**config.mk**
```make
export PLATFORM = sky130hd
export DESIGN_NAME = pc_sequencer
export DESIGN_NICKNAME = d
export VERILOG_FILES = /design/src/rtl/pc_sequencer_pkg.sv /design/src/rtl/pc_next_adder.sv /design/src/rtl/pc_sequencer.sv
export SDC_FILE = /design/constraint.sdc
export NUM_CORES = 1
export LEC_CHECK = 0
export ABC_AREA = 0
export BUFFER_PORTS_ARGS = -buffer_cell sky130_fd_sc_hd__clkbuf_2
export CAP_MARGIN = 10
export CELL_PAD_IN_SITES_DETAIL_PLACEMENT = 0
export CELL_PAD_IN_SITES_GLOBAL_PLACEMENT = 1
export CORE_MARGIN = 4
export CORE_UTILIZATION = 39
export DETAILED_ROUTE_END_ITERATION = 8
export PLACE_DENSITY_LB_ADDON = 0.1
export SLEW_MARGIN = 10
export SYNTH_ARGS = -nofsm -noshare
export SYNTH_HDL_FRONTEND = slang
export SYNTH_SLANG_ARGS = --single-unit
```
**constraint.sdc**
```tcl
create_clock -name clk -period 3.8 [get_ports clk]
set_input_delay 0.95 -clock clk [delete_from_list [all_inputs] [get_ports clk]]
set_output_delay 0.95 -clock clk [all_outputs]
set_load 0.03 [all_outputs]
```
**src/rtl/pc_sequencer_pkg.sv**
```systemverilog
// Shared CPU sequencer definitions: FSM state encoding and default PC geometry.
package pc_sequencer_pkg;

  localparam int unsigned PC_W_DEF = 8;
  localparam logic [PC_W_DEF-1:0] RESET_PC_DEF = 8'h00;

  typedef enum logic [1:0] {
    ST_BOOT = 2'b00,
    ST_RUN  = 2'b01,
    ST_HALT = 2'b10
  } seq_state_e;

endpackage

```
**src/rtl/pc_next_adder.sv**
```systemverilog
// Next-address arithmetic for the sequencer: pc+1 and the PC-relative branch target.
// Purely combinational; all sums wrap modulo 2^PC_W.
module pc_next_adder #(
  parameter int unsigned PC_W = 8
) (
  input  logic [PC_W-1:0] pc_i,
  input  logic [PC_W-1:0] offset_i,
  output logic [PC_W-1:0] pc_plus1_o,
  output logic [PC_W-1:0] branch_tgt_o
);

  assign pc_plus1_o = pc_i + PC_W'(1);
  // Offset already spans PC_W bits, so a same-width add is the sign-extended add with carry dropped.
  assign branch_tgt_o = pc_plus1_o + offset_i;

endmodule

```
**src/rtl/pc_sequencer.sv**
```systemverilog
// Program-counter sequencer: BOOT -> RUN -> HALT FSM choosing the next fetch address.
// Redirects appear on pc one clock after the request; stall holds pc without dropping fetch_valid.
module pc_sequencer
  import pc_sequencer_pkg::*;
#(
  parameter int unsigned     PC_W     = PC_W_DEF,
  parameter logic [PC_W-1:0] RESET_PC = PC_W'(RESET_PC_DEF)
) (
  input  logic            clk,
  input  logic            reset,
  input  logic            stall,
  input  logic            jump,
  input  logic [PC_W-1:0] jump_target,
  input  logic            branch_taken,
  input  logic [PC_W-1:0] branch_offset,
  input  logic            halt_req,
  output logic [PC_W-1:0] pc,
  output logic [PC_W-1:0] pc_plus1,
  output logic            fetch_valid,
  output logic            halted
);

  seq_state_e      state_q;
  logic [PC_W-1:0] pc_q;
  logic [PC_W-1:0] pc_d;
  logic            fetch_valid_q;
  logic            halted_q;
  logic [PC_W-1:0] branch_tgt;

  pc_next_adder #(.PC_W(PC_W)) u_adder (
    .pc_i         (pc_q),
    .offset_i     (branch_offset),
    .pc_plus1_o   (pc_plus1),
    .branch_tgt_o (branch_tgt)
  );

  // halt_req is resolved in the FSM below; this only ranks the RUN-state redirects.
  always_comb begin
    pc_d = pc_plus1;
    if (stall) begin
      pc_d = pc_q;
    end else if (jump) begin
      pc_d = jump_target;
    end else if (branch_taken) begin
      pc_d = branch_tgt;
    end
  end

  always_ff @(posedge clk or negedge reset) begin
    if (!reset) begin
      state_q       <= ST_BOOT;
      pc_q          <= RESET_PC;
      fetch_valid_q <= 1'b0;
      halted_q      <= 1'b0;
    end else begin
      case (state_q)
        ST_BOOT: begin
          state_q       <= ST_RUN;
          fetch_valid_q <= 1'b1;
        end
        ST_RUN: begin
          if (halt_req) begin
            state_q       <= ST_HALT;
            fetch_valid_q <= 1'b0;
            halted_q      <= 1'b1;
          end else begin
            pc_q <= pc_d;
          end
        end
        ST_HALT: begin
          state_q <= ST_HALT;
        end
        default: begin
          state_q       <= ST_BOOT;
          pc_q          <= RESET_PC;
          fetch_valid_q <= 1'b0;
          halted_q      <= 1'b0;
        end
      endcase
    end
  end

  assign pc          = pc_q;
  assign fetch_valid = fetch_valid_q;
  assign halted      = halted_q;

endmodule
```
After elaboration in Yosys (flattened, before gate mapping)
Cells that the tools add are included.
{"block": "op_classes", "n_addsub": 2, "n_mul": 0, "div_mod_pow": 0, "magnitude_cmp": 0, "n_eq_ne": 5, "n_shift": 0, "mux": 11, "bitwise": 2, "n_reduce_logical": 5}
{"operator": "$mux W8", "n": 4}
{"operator": "$pmux W8 S2", "n": 1}
{"operator": "$add A8 B1 Y8 const B", "n": 1}
{"operator": "$add A8 B8 Y8", "n": 1}
{"operator": "$ne A2 B2 Y1 const B", "n": 3}
{"operator": "$pmux W2 S3", "n": 1}
{"operator": "$reduce_and A2 Y1", "n": 2}
{"operator": "$pmux W1 S3", "n": 1}
{"operator": "$reduce_and A3 Y1", "n": 1}
{"operator": "$eq A2 B1 Y1 const B", "n": 1}
{"operator": "$eq A2 B2 Y1 const B", "n": 1}
{"operator": "$logic_not A2 Y1", "n": 1}
{"operator": "$mux W1", "n": 2}
{"operator": "$mux W2", "n": 1}
{"operator": "$not A1 Y1", "n": 2}
{"operator": "$pmux W1 S2", "n": 1}
{"operator": "$reduce_or A2 Y1", "n": 1}
{"block": "word_totals", "regBits": 12, "latch_bits": 0, "mem_bits_rw": 0, "romBits": 0, "in_bits": 22, "out_inout_bits": 18, "elab_cells": 29, "mem_count": 0}

Longest topological paths before layout
Gate-level depths: netlist of run 1.
{"block": "depth", "depth_word": 7, "mapped_depth": 10, "mapped_depth_nobuf": 10}

Cells and area by module
A second synthesis of run 1 with hierarchy kept.
{"block": "hier_totals", "hier_cells": 122, "area_unflattened_um2": 1153.6}
{"module": "pc_sequencer", "instances": 1, "cells_each": 65, "area_each_um2": 704.4, "seq_area_each_um2": 300.3}
{"module": "pc_next_adder", "instances": 1, "cells_each": 57, "area_each_um2": 449.2, "seq_area_each_um2": 0.0}

Least setup slack after synthesis of run 1
Ideal clock, no wire load.
{"block": "synth_timing", "path_kind": "flip-flop to flip-flop", "from": "reg pc_q[0] (netlist: pc[0])", "to": "reg pc_q[7] (netlist: pc[7])", "setup_time_ns": 0.092, "arrival_time_ns": 2.805, "required_ns": 3.708, "slack_ns": 0.903, "path_stages_with_launch": 10, "path_buffers": 0, "period_less_slack_ns": 2.897, "path_cell_list": "dfrtp_1 ha_1 nand2_1 nor2_1 xor2_1 ha_1 a21o_1 a221oi_1 a21oi_1 o31ai_2"}
{"block": "synth_between", "elab_chain_len": 7}
{"element": "start: declaration", "line_no": "pc_sequencer.sv:24", "rtl": "logic [PC_W-1:0] pc_q;"}
{"element": "start signal: assignment", "line_no": "pc_sequencer.sv:67", "rtl": "pc_q <= pc_d;"}
{"element": "$add A8 B1 Y8", "line_no": "pc_next_adder.sv:12", "rtl": "assign pc_plus1_o = pc_i + PC_W'(1);"}
{"element": "via pc_plus1[6]", "line_no": "pc_sequencer.sv:18", "rtl": "output logic [PC_W-1:0] pc_plus1,"}
{"element": "$add A8 B8 Y8", "line_no": "pc_next_adder.sv:14", "rtl": "assign branch_tgt_o = pc_plus1_o + offset_i;"}
{"element": "$mux W8", "line_no": "pc_sequencer.sv:44", "rtl": "end else if (branch_taken) begin"}
{"element": "$mux W8", "line_no": "pc_sequencer.sv:42", "rtl": "end else if (jump) begin"}
{"element": "$mux W8", "line_no": "pc_sequencer.sv:40", "rtl": "if (stall) begin"}
{"element": "$mux W8", "line_no": "pc_sequencer.sv:62", "rtl": "if (halt_req) begin"}
{"element": "$pmux W8 S2", "line_no": "pc_sequencer.sv:56", "rtl": "case (state_q)"}
The timed path passes the listed nets, and every way through them passes these cells. The select of a mux whose other input is x is not followed.
A chain may end at the register's enable or synchronous reset.

Worst setup path after layout of run 1
{"block": "layout_timing", "from": "reg pc_q[0] (netlist: pc[0])", "to": "out pc_plus1[6]"}
{"block": "layout_between", "elab_chain_len": 1}
{"element": "$add A8 B1 Y8", "line_no": "pc_next_adder.sv:12"}
{"element": "end: declaration", "line_no": "pc_sequencer.sv:18"}
Every way passes these cells.

==> results.toml, run 1 <==
[grt]
antenna_found_initial = 0
grt_pass1_wl_um = 4910
grt_usage_pct = 15.1
grt_pass1_vias = 1098
overflow = 0
grt_max_degree = 13

[sta]
drv_slew = 0
hold_violations = 0
period_needed_ps = 2690
rsz0062_at_grt = "false"
slew-limit-headroom_pct = 73.4
fin_ws_ps = 1110
min_period_over_period_pct = 70.7
finalSetupTns_ps = 0
worst_pin_slew_ps = 399
finalSetupViolCount = 0
fmax_mhz = 372
fin_skew_ps = 2.05

[routing]
drt-initial-drc-count = 33
drcViolationCount = 0
viasPerCell = 5.28
dr.pass1.iters = 4
antenna_left = 0
wl_per_cell_um = 13.6
drt_wl_total_um = 2780
vias = 1077

[die]
die_h_um = 62.3
std_cell_rows = 19
fp.dieW_um = 62.3
dieArea_um2 = 3880
core-area_um2 = 2780
start_util_pct = 41.3
ios = 40

[critical_path]
slowest_delay_ps = 470
path_buf_inv = 1
crit_start = "pc[0]"
crit_chain = "ha_1, nand2_1, nor2_1, xor2_1, clkbuf_2"
r2r_slack_ps = 1180
crit_fanout = 7
crit_type = "reg -> out"
slowest_stage = "dfrtp_1"
critical_path_arrival_ps = 1740
endpoint_kind = "primary output"
crit_family = "flip-flops"
r2r_cells = 9
startpoint_type = "register"
regToRegEndpoint = "pc[7]"
rr_startpoint = "pc[0]"
crit_required_ps = 2850

[synth]
synthArstFlopShare_pct = 100
synth-seq-cells = 12
synth_area_leader_cell = "dfrtp_1"
ys_seq_area_share_pct = 26.1
syn_inst = 133
yosysUniqueCellTypes = 42
synth_edf_count = 0
synthFlopType = "dfrtp_1"
synthesis.nets = 167
synthTopCellsByArea = "dfrtp_1, ha_1, nand2_1"
synth_top_area_share_pct = 26.1
syn_area_um2 = 1150
yosysWarningCount = 0
synth.avg_cell_area_um2 = 8.64

[clock_tree]
numCtsBuffers = 3
root_buffer = "clkbuf_4"
ctsResizeCount = 0
clk_pin_slew_ps = 80
cts_num_sinks = 12
cts_setup_buffers = 0
cts_tree = "yes"
clk_path_buf_depth = 2
cts_hold_buf = 0
clkLatencyLatePin_ps = 270
htree_levels = 1

[hold_path]
hp-start = "halted"
hold_end = "halted"
hold_path_class = "reg -> reg"
whs_path_depth = 2

[power_and_ir_drop]
power_mw = 1.21
power-per-cell-area_nw_per_um2 = 867
leakage_nw = 0.717
peakVddDrop_uv = 500

[place]
io_buffers = 39
preCtsSetupSlack_ps = 1160
dpl.hpwl_um = 2390
placed_area_um2 = 1360
finalWeightedCongestion = 0.781

[cells_and_area]
diodes = 0
final_area_um2 = 1390
nets = 208
fin_util_pct = 50.1
layout-drive-gt1-share_pct = 31.2
area_growth_pct = 21.2

[outcome]
status = "complete, no violations"

[run]
drv_cap = 0
kinds of logic (layout without fill, tap and decap cells):
logic type	Yosys count	in the layout	share of synthesized area [%]
muxes	5	5	4.47
adders and majority gates	12	12	13.7
buffers and inverters	11	51	5.12
xor gates and xnor gates	8	8	6.75
and+or+nand+nor	47	47	21.4
DFF	12	12	26.1
AOI/OAI and AO/OA	38	38	22.4
routing by layer:
layer / global-route usage, % / part of all wire [%] / up-vias
li1: - / - / 556
met1: 20.4 / 48 / 495
met2: 24.6 / 46 / 26
met3: 4.86 / 5.5 / 0
met4: 0.796 / 0 / 0
met5: 0 / 0 / -
sequential cells by signal, summed over array words and instances (netlist names):
name,cells
pc,8
state_q,2
fetch_valid,1
halted,1
worst min-delay path: stages, from the launching register on:
cell and delay [ps]:
dfrtp_1 360, a21oi_1 40, nor2_1 90
cell usage in the layout (no fill, tap or decap), drive strengths merged, types with 5 or more instances in the layout:
master	count
nand3	5
clkbuf	43
o21ai	12
ha	11
nor2	12
a21oi	8
inv	8
nand2	15
dfrtp	12
cells in the mapped netlist (all sizes together) (2+ instances only):
library cell  instances
buf                   3
nor2b                 2
nor2                 12
dfrtp                12
mux2i                 4
and3                  2
o211ai                2
a21o                  2
nor3                  4
xor2                  4
inv                   8
a211oi                3
o21a                  3
ha                   11
nand2b                4
a21oi                 8
o21ai                12
xnor2                 4
o31ai                 2
nand3                 5
nand2                15
report_power, final:
part           leakage, nW  switching, mW  internal (mW)
clock network       0.0210         0.0451         0.0583
registers            0.159         0.0704          0.187
logic                0.538          0.532          0.315
total                0.717          0.648          0.560
final cells by class:
type | count | area (µm²)
inverters | 8 | 32.5
multi-input cells | 110 | 790
repair buffers | 39 | 195
clock buffers | 4 | 36.3
flip-flops and latches | 12 | 300
well taps | 31 | 38.8
fillers | 292 | 1390
worst max path at each step:
stage / to / cells after the start
floorplan: pc[7] / 9
global placement: pc[6] / 9
detailed placement: pc[6] / 9
CTS: pc_plus1[6] / 5
global route: pc[7] / 9
finish: pc_plus1[6] / 5
stage by stage:
stage               instances  hold slack, ps
global route              204             547
finish                    204             527
global placement          200             488
detailed placement        200             517
CTS                       204             531
floorplan                 133             552
Power figures use the tool's default switching activity.
==> inputs of run 2 (changes only) <==
--- a/config.mk
+++ b/config.mk
@@ -11,7 +11,7 @@
 export CELL_PAD_IN_SITES_DETAIL_PLACEMENT = 0
 export CELL_PAD_IN_SITES_GLOBAL_PLACEMENT = 1
 export CORE_MARGIN = 4
-export CORE_UTILIZATION = 39
+export CORE_UTILIZATION = 36
 export DETAILED_ROUTE_END_ITERATION = 8
 export PLACE_DENSITY_LB_ADDON = 0.1
 export SLEW_MARGIN = 10
==> constraint.sdc (replaced) <==
create_clock -name clk -period 2.65 [get_ports clk]
set_input_delay 0.6625 -clock clk [delete_from_list [all_inputs] [get_ports clk]]
set_output_delay 0.6625 -clock clk [all_outputs]
set_load 0.03 [all_outputs]
==> run 2 against run 1 <==
Sequential power is 47% higher. Largest cell class unchanged. Final cell count increased by 6.4%. Sequential share of layout area down 0.72 points. Clock power grew 40%. Power rose by 47%. Critical path depth is 4 higher. Worst hold slack got worse by 260 ps. Clock-buffer cell count stayed put. Non-clock buffer count unchanged. Combinational power up 48%.
==> results.toml, run 2 (synthesis results as in run 1) <==
[outcome]
status = "complete, no violations"

[sta]
fin_ws_ps = 251
rsz0062_at_grt = "false"
drv_slew = 0
hold_slack_ps = 271
slew-limit-headroom_pct = 77.2
period_needed_ps = 2400
fmax_mhz = 417
min_period_over_period_pct = 90.5
fin_skew_ps = 3.47
hold_violations = 0
finalSetupViolCount = 0
worst_pin_slew_ps = 341
finalSetupTns_ps = 0

[critical_path]
crit_fanout = 7
endpoint_kind = "register"
slowest_stage = "dfrtp_2"
crit_required_ps = 2830
critical_path_arrival_ps = 2580
startpoint_type = "register"
slowest_delay_ps = 430
crit_type = "reg -> reg"
r2r_slack_ps = 250
crit_chain = "ha_1, nand3_1, xnor2_2, ha_1, a21oi_1, o21a_1, mux2i_1, a21oi_1, o31ai_2"
r2r_cells = 9

[grt]
grt_pass1_wl_um = 4850
grt_pass1_vias = 1066
grt_usage_pct = 14.9
grt_max_degree = 13
overflow = 0
antenna_found_initial = 0

[die]
start_util_pct = 37.6
die_h_um = 64.5
dieArea_um2 = 4160
core-area_um2 = 3050
fp.dieW_um = 64.5
std_cell_rows = 20
ios = 40

[cells_and_area]
layout_common_cells = "clkbuf_2, nand2_1, nor2_1, ha_1, dfrtp_1"
area_growth_pct = 25.9
layout-drive-gt1-share_pct = 34.7
largest_reg_flops = 8
final_common_cell = "clkbuf_2"
stdcell_count = 217
nets = 208
diodes = 0
fillCellCount = 318

[clock_tree]
htree_levels = 1
clk_path_buf_depth = 2
numCtsBuffers = 3
clk_pin_slew_ps = 80
root_buffer = "clkbuf_4"
cts_num_sinks = 12
cts_tree = "yes"
clkLatencyLatePin_ps = 270

[routing]
drt-initial-drc-count = 66
drt_wl_total_um = 2900
drcViolationCount = 0
dr.pass1.iters = 4
wl_per_cell_um = 13.3
vias = 1075
viasPerCell = 4.95
antenna_left = 0

[place]
io_buffers = 39
preCtsSetupSlack_ps = 158
post-place-cells = 213
finalWeightedCongestion = 0.806
dpl.hpwl_um = 2450

[hold_path]
hold_path_class = "in -> async"

[power_and_ir_drop]
leakage_nw = 0.735
peakVddDrop_uv = 532
power_mw = 1.77
power-per-cell-area_nw_per_um2 = 1230

[run]
drv_cap = 0
[run 2: cell counts in the layout (fill, tap and decap cells not counted)]
No cell type changed its count.
[run 2: routing by layer]
metal,track usage [%],up-vias,wire (µm)
li1,-,553,-
met1,18.4,499,1280
met2,26.5,19,1460
met3,1.73,4,111
met4,5.54,0,41
met5,0,-,0
[run 2: per-stage QoR]
stage,util (%),cell area (µm²)
2_1_floorplan,-,1180
3_3_place_gp,46.0,1400
3_5_place_dp,46.0,1400
4_1_cts,47.2,1440
5_1_grt,47.4,1450
6_report,47.4,1450
[run 2: worst paths after layout]
kind | from | endpoint
min reg2reg | fetch_valid | fetch_valid
max in group asynchronous | reset | pc[0]
min in group clk | fetch_valid | fetch_valid
min | reset | halted
max | pc[0] | pc[7]
max reg2reg | pc[0] | pc[7]
[run 2: critical path: cells and delay by family (launching register included)]
kind	cells	cell delay [ps]
xor gates and xnor gates	1	180
AOI/OAI and AO/OA	4	680
muxes	1	290
adders and majority gates	2	590
DFF	1	430
and+or+nand+nor	1	140
[run 2: cell type report]
class,count,area (µm²),share of cell area [%]
flip-flops and latches,12,302,20.8
well taps,44,55.1,3.81
inverters,8,32.5,2.25
clock buffers,4,36.3,2.51
repair buffers,39,195,13.5
multi-input cells,110,826,57.1
[run 2: report_power, final]
group	switching, mW	internal (mW)	total, mW
Sequential	0.110	0.269	0.379
Clock	0.0604	0.0835	0.144
Combinational	0.781	0.470	1.25
Total	0.952	0.822	1.77
[run 2: timing repair]
item,in CTS,in global routing
endpoints found under the setup margin,0,1
resized for setup,0,1
buffers inserted,0,0
endpoints found under the hold margin,0,0
hold buffers,0,0
==> inputs of run 3 (changes only) <==
--- a/config.mk
+++ b/config.mk
@@ -13,8 +13,7 @@
 export CORE_MARGIN = 4
 export CORE_UTILIZATION = 36
 export DETAILED_ROUTE_END_ITERATION = 8
-export PLACE_DENSITY_LB_ADDON = 0.1
-export SLEW_MARGIN = 10
+export PLACE_DENSITY = 0.8
 export SYNTH_ARGS = -nofsm -noshare
 export SYNTH_HDL_FRONTEND = slang
 export SYNTH_SLANG_ARGS = --single-unit
==> run 3 against run 2 <==
Clock skew is 2.1 ps higher. Sequential share of layout area rose by 0.24 points. Clock-buffer cell count unchanged. Sequential power barely moved. First-iteration DRC count decreased by 18%. Flip-flop and latch count stayed put. Maximum frequency decreased by 1.0%. Register-to-register slack lost 20 ps. Design area fell by 1.1%. Final cell count is the same. Critical path type unchanged. Critical endpoint unchanged. Largest power group unchanged.
==> results.toml, run 3 (synthesis results as in run 1) <==
[power_and_ir_drop]
power_mw = 1.74
internal_power_mw = 0.795
seqPwrFrac_pct = 22.0
power-per-cell-area_nw_per_um2 = 1220
peakVddDrop_uv = 522
p_comb_share_pct = 71.2
switching_share_pct = 54.3
leakage_nw = 0.727
clkPwrFrac_pct = 6.8
power_switching_mw = 0.944

[cells_and_area]
multiInputGateArea_um2 = 820
largest_reg_flops = 8
final_common_cell = "clkbuf_2"
seq_area_um2 = 302
layout-drive-gt1-share_pct = 33.5
area_growth_pct = 24.5
layout_common_cells = "clkbuf_2, nand2_1, nor2_1, ha_1, dfrtp_1"
stdcell_count = 217
diodes = 0
fillCellCount = 314
final_area_um2 = 1430
nets = 208

[clock_tree]
ctsResizeCount = 0
clkLatencyLatePin_ps = 270
cts_hold_buf = 0
cts_num_sinks = 12
clk_pin_slew_ps = 80
cts_tree = "yes"
cts_setup_buffers = 0
htree_levels = 1
clk_path_buf_depth = 2
numCtsBuffers = 3
root_buffer = "clkbuf_4"

[critical_path]
crit_required_ps = 2840
crit_start = "pc[1]"
endpoint_kind = "register"
critical_path_arrival_ps = 2610
worst-path-stages = 9
r2r_slack_ps = 230
crit_fanout = 6
rr_startpoint = "pc[1]"
cpMostUsedCell = "ha_1"
startpoint_type = "register"
crit_type = "reg -> reg"
slowest_delay_ps = 420
path_buf_inv = 0
crit_chain = "ha_1, nand2_1, nor2_1, xor2_2, ha_1, a21o_1, a221oi_1, a21oi_1, o31ai_2"
crit_family = "compound AO/OA/AOI/OAI gates"
regToRegEndpoint = "pc[7]"
slowest_stage = "dfrtp_1"
r2r_cells = 9
crit_end = "pc[7]"

[sta]
slew-limit-headroom_pct = 74.3
fin_skew_ps = 5.60
rsz0062_at_grt = "false"
hold_violations = 0
fin_ws_ps = 226
min_period_over_period_pct = 91.5
worst_pin_slew_ps = 385
finalSetupViolCount = 0
finalSetupTns_ps = 0
drv_slew = 0
period_needed_ps = 2420
fmax_mhz = 413

[routing]
wl_per_cell_um = 12.9
drt_wl_total_um = 2800
vias = 1071
viasPerCell = 4.94
drt-initial-drc-count = 54
antenna_left = 0
drcViolationCount = 0
dr.pass1.iters = 4

[place]
placed_area_um2 = 1400
post-place-cells = 213
finalWeightedCongestion = 0.849
preCtsSetupSlack_ps = 229
dpl.hpwl_um = 2380
io_buffers = 39

[die]
std_cell_rows = 20
dieArea_um2 = 4160
core-area_um2 = 3050
start_util_pct = 37.6
ios = 40
die_h_um = 64.5
fp.dieW_um = 64.5

[outcome]
status = "complete, no violations"

[grt]
antenna_found_initial = 0
grt_pass1_vias = 1004
grt_max_degree = 13
grt_usage_pct = 14.1
overflow = 0
grt_pass1_wl_um = 4660

[hold_path]
hold_path_class = "in -> async"

[run]
drv_cap = 0
## run 3: cell counts in the layout (fill, tap and decap cells not counted)
No cell type changed its count.
## run 3: power by group through the flow
stage	Sequential [mW]	Combinational [mW]	Clock [mW]
after floorplan	0.501	0.849	0
after global placement	0.379	1.23	0
after detailed placement	0.386	1.24	0
after CTS	0.382	1.25	0.124
after global routing	0.397	1.37	0.135
final	0.382	1.24	0.118
## run 3: layer usage
| layer | vias up | part of all wire, % | track usage, % |
|---|---|---|---|
| met5 | - | 0 | 0 |
| met4 | 0 | 0.61 | 3.96 |
| met3 | 4 | 4.0 | 1.91 |
| met2 | 27 | 48 | 24.0 |
| met1 | 483 | 47 | 18.7 |
| li1 | 557 | - | - |
## run 3: worst register-to-register path, delay by kind of cell (launching register included)
| kind | cells | cell delay (ps) |
|---|---|---|
| xor gates and xnor gates | 1 | 210 |
| and+or+nand+nor | 2 | 240 |
| AOI/OAI and AO/OA | 4 | 880 |
| DFF | 1 | 420 |
| adders and majority gates | 2 | 600 |
## run 3: stage by stage
step	hold WS (ps)	util, %
final	265	46.8
after detailed placement	505	46.0
after global routing	273	46.8
after global placement	496	46.0
after CTS	272	46.8
after floorplan	367	-
## run 3: area by class of cell
class / instances / share of cell area, %
clock buffers: 4 / 1.84
inverters: 8 / 2.27
multi-input cells: 110 / 57.3
flip-flops and latches: 12 / 21.1
well taps: 44 / 3.85
repair buffers: 39 / 13.6
## run 3: worst min path at each step
| stage | start | end | slack, ps | cells after the start |
|---|---|---|---|---|
| floorplan | reset | fetch_valid | 370 | 0 |
| global placement | fetch_valid | fetch_valid | 500 | 1 |
| detailed placement | fetch_valid | fetch_valid | 510 | 1 |
| CTS | reset | halted | 270 | 1 |
| global route | reset | halted | 270 | 1 |
| finish | reset | halted | 270 | 1 |
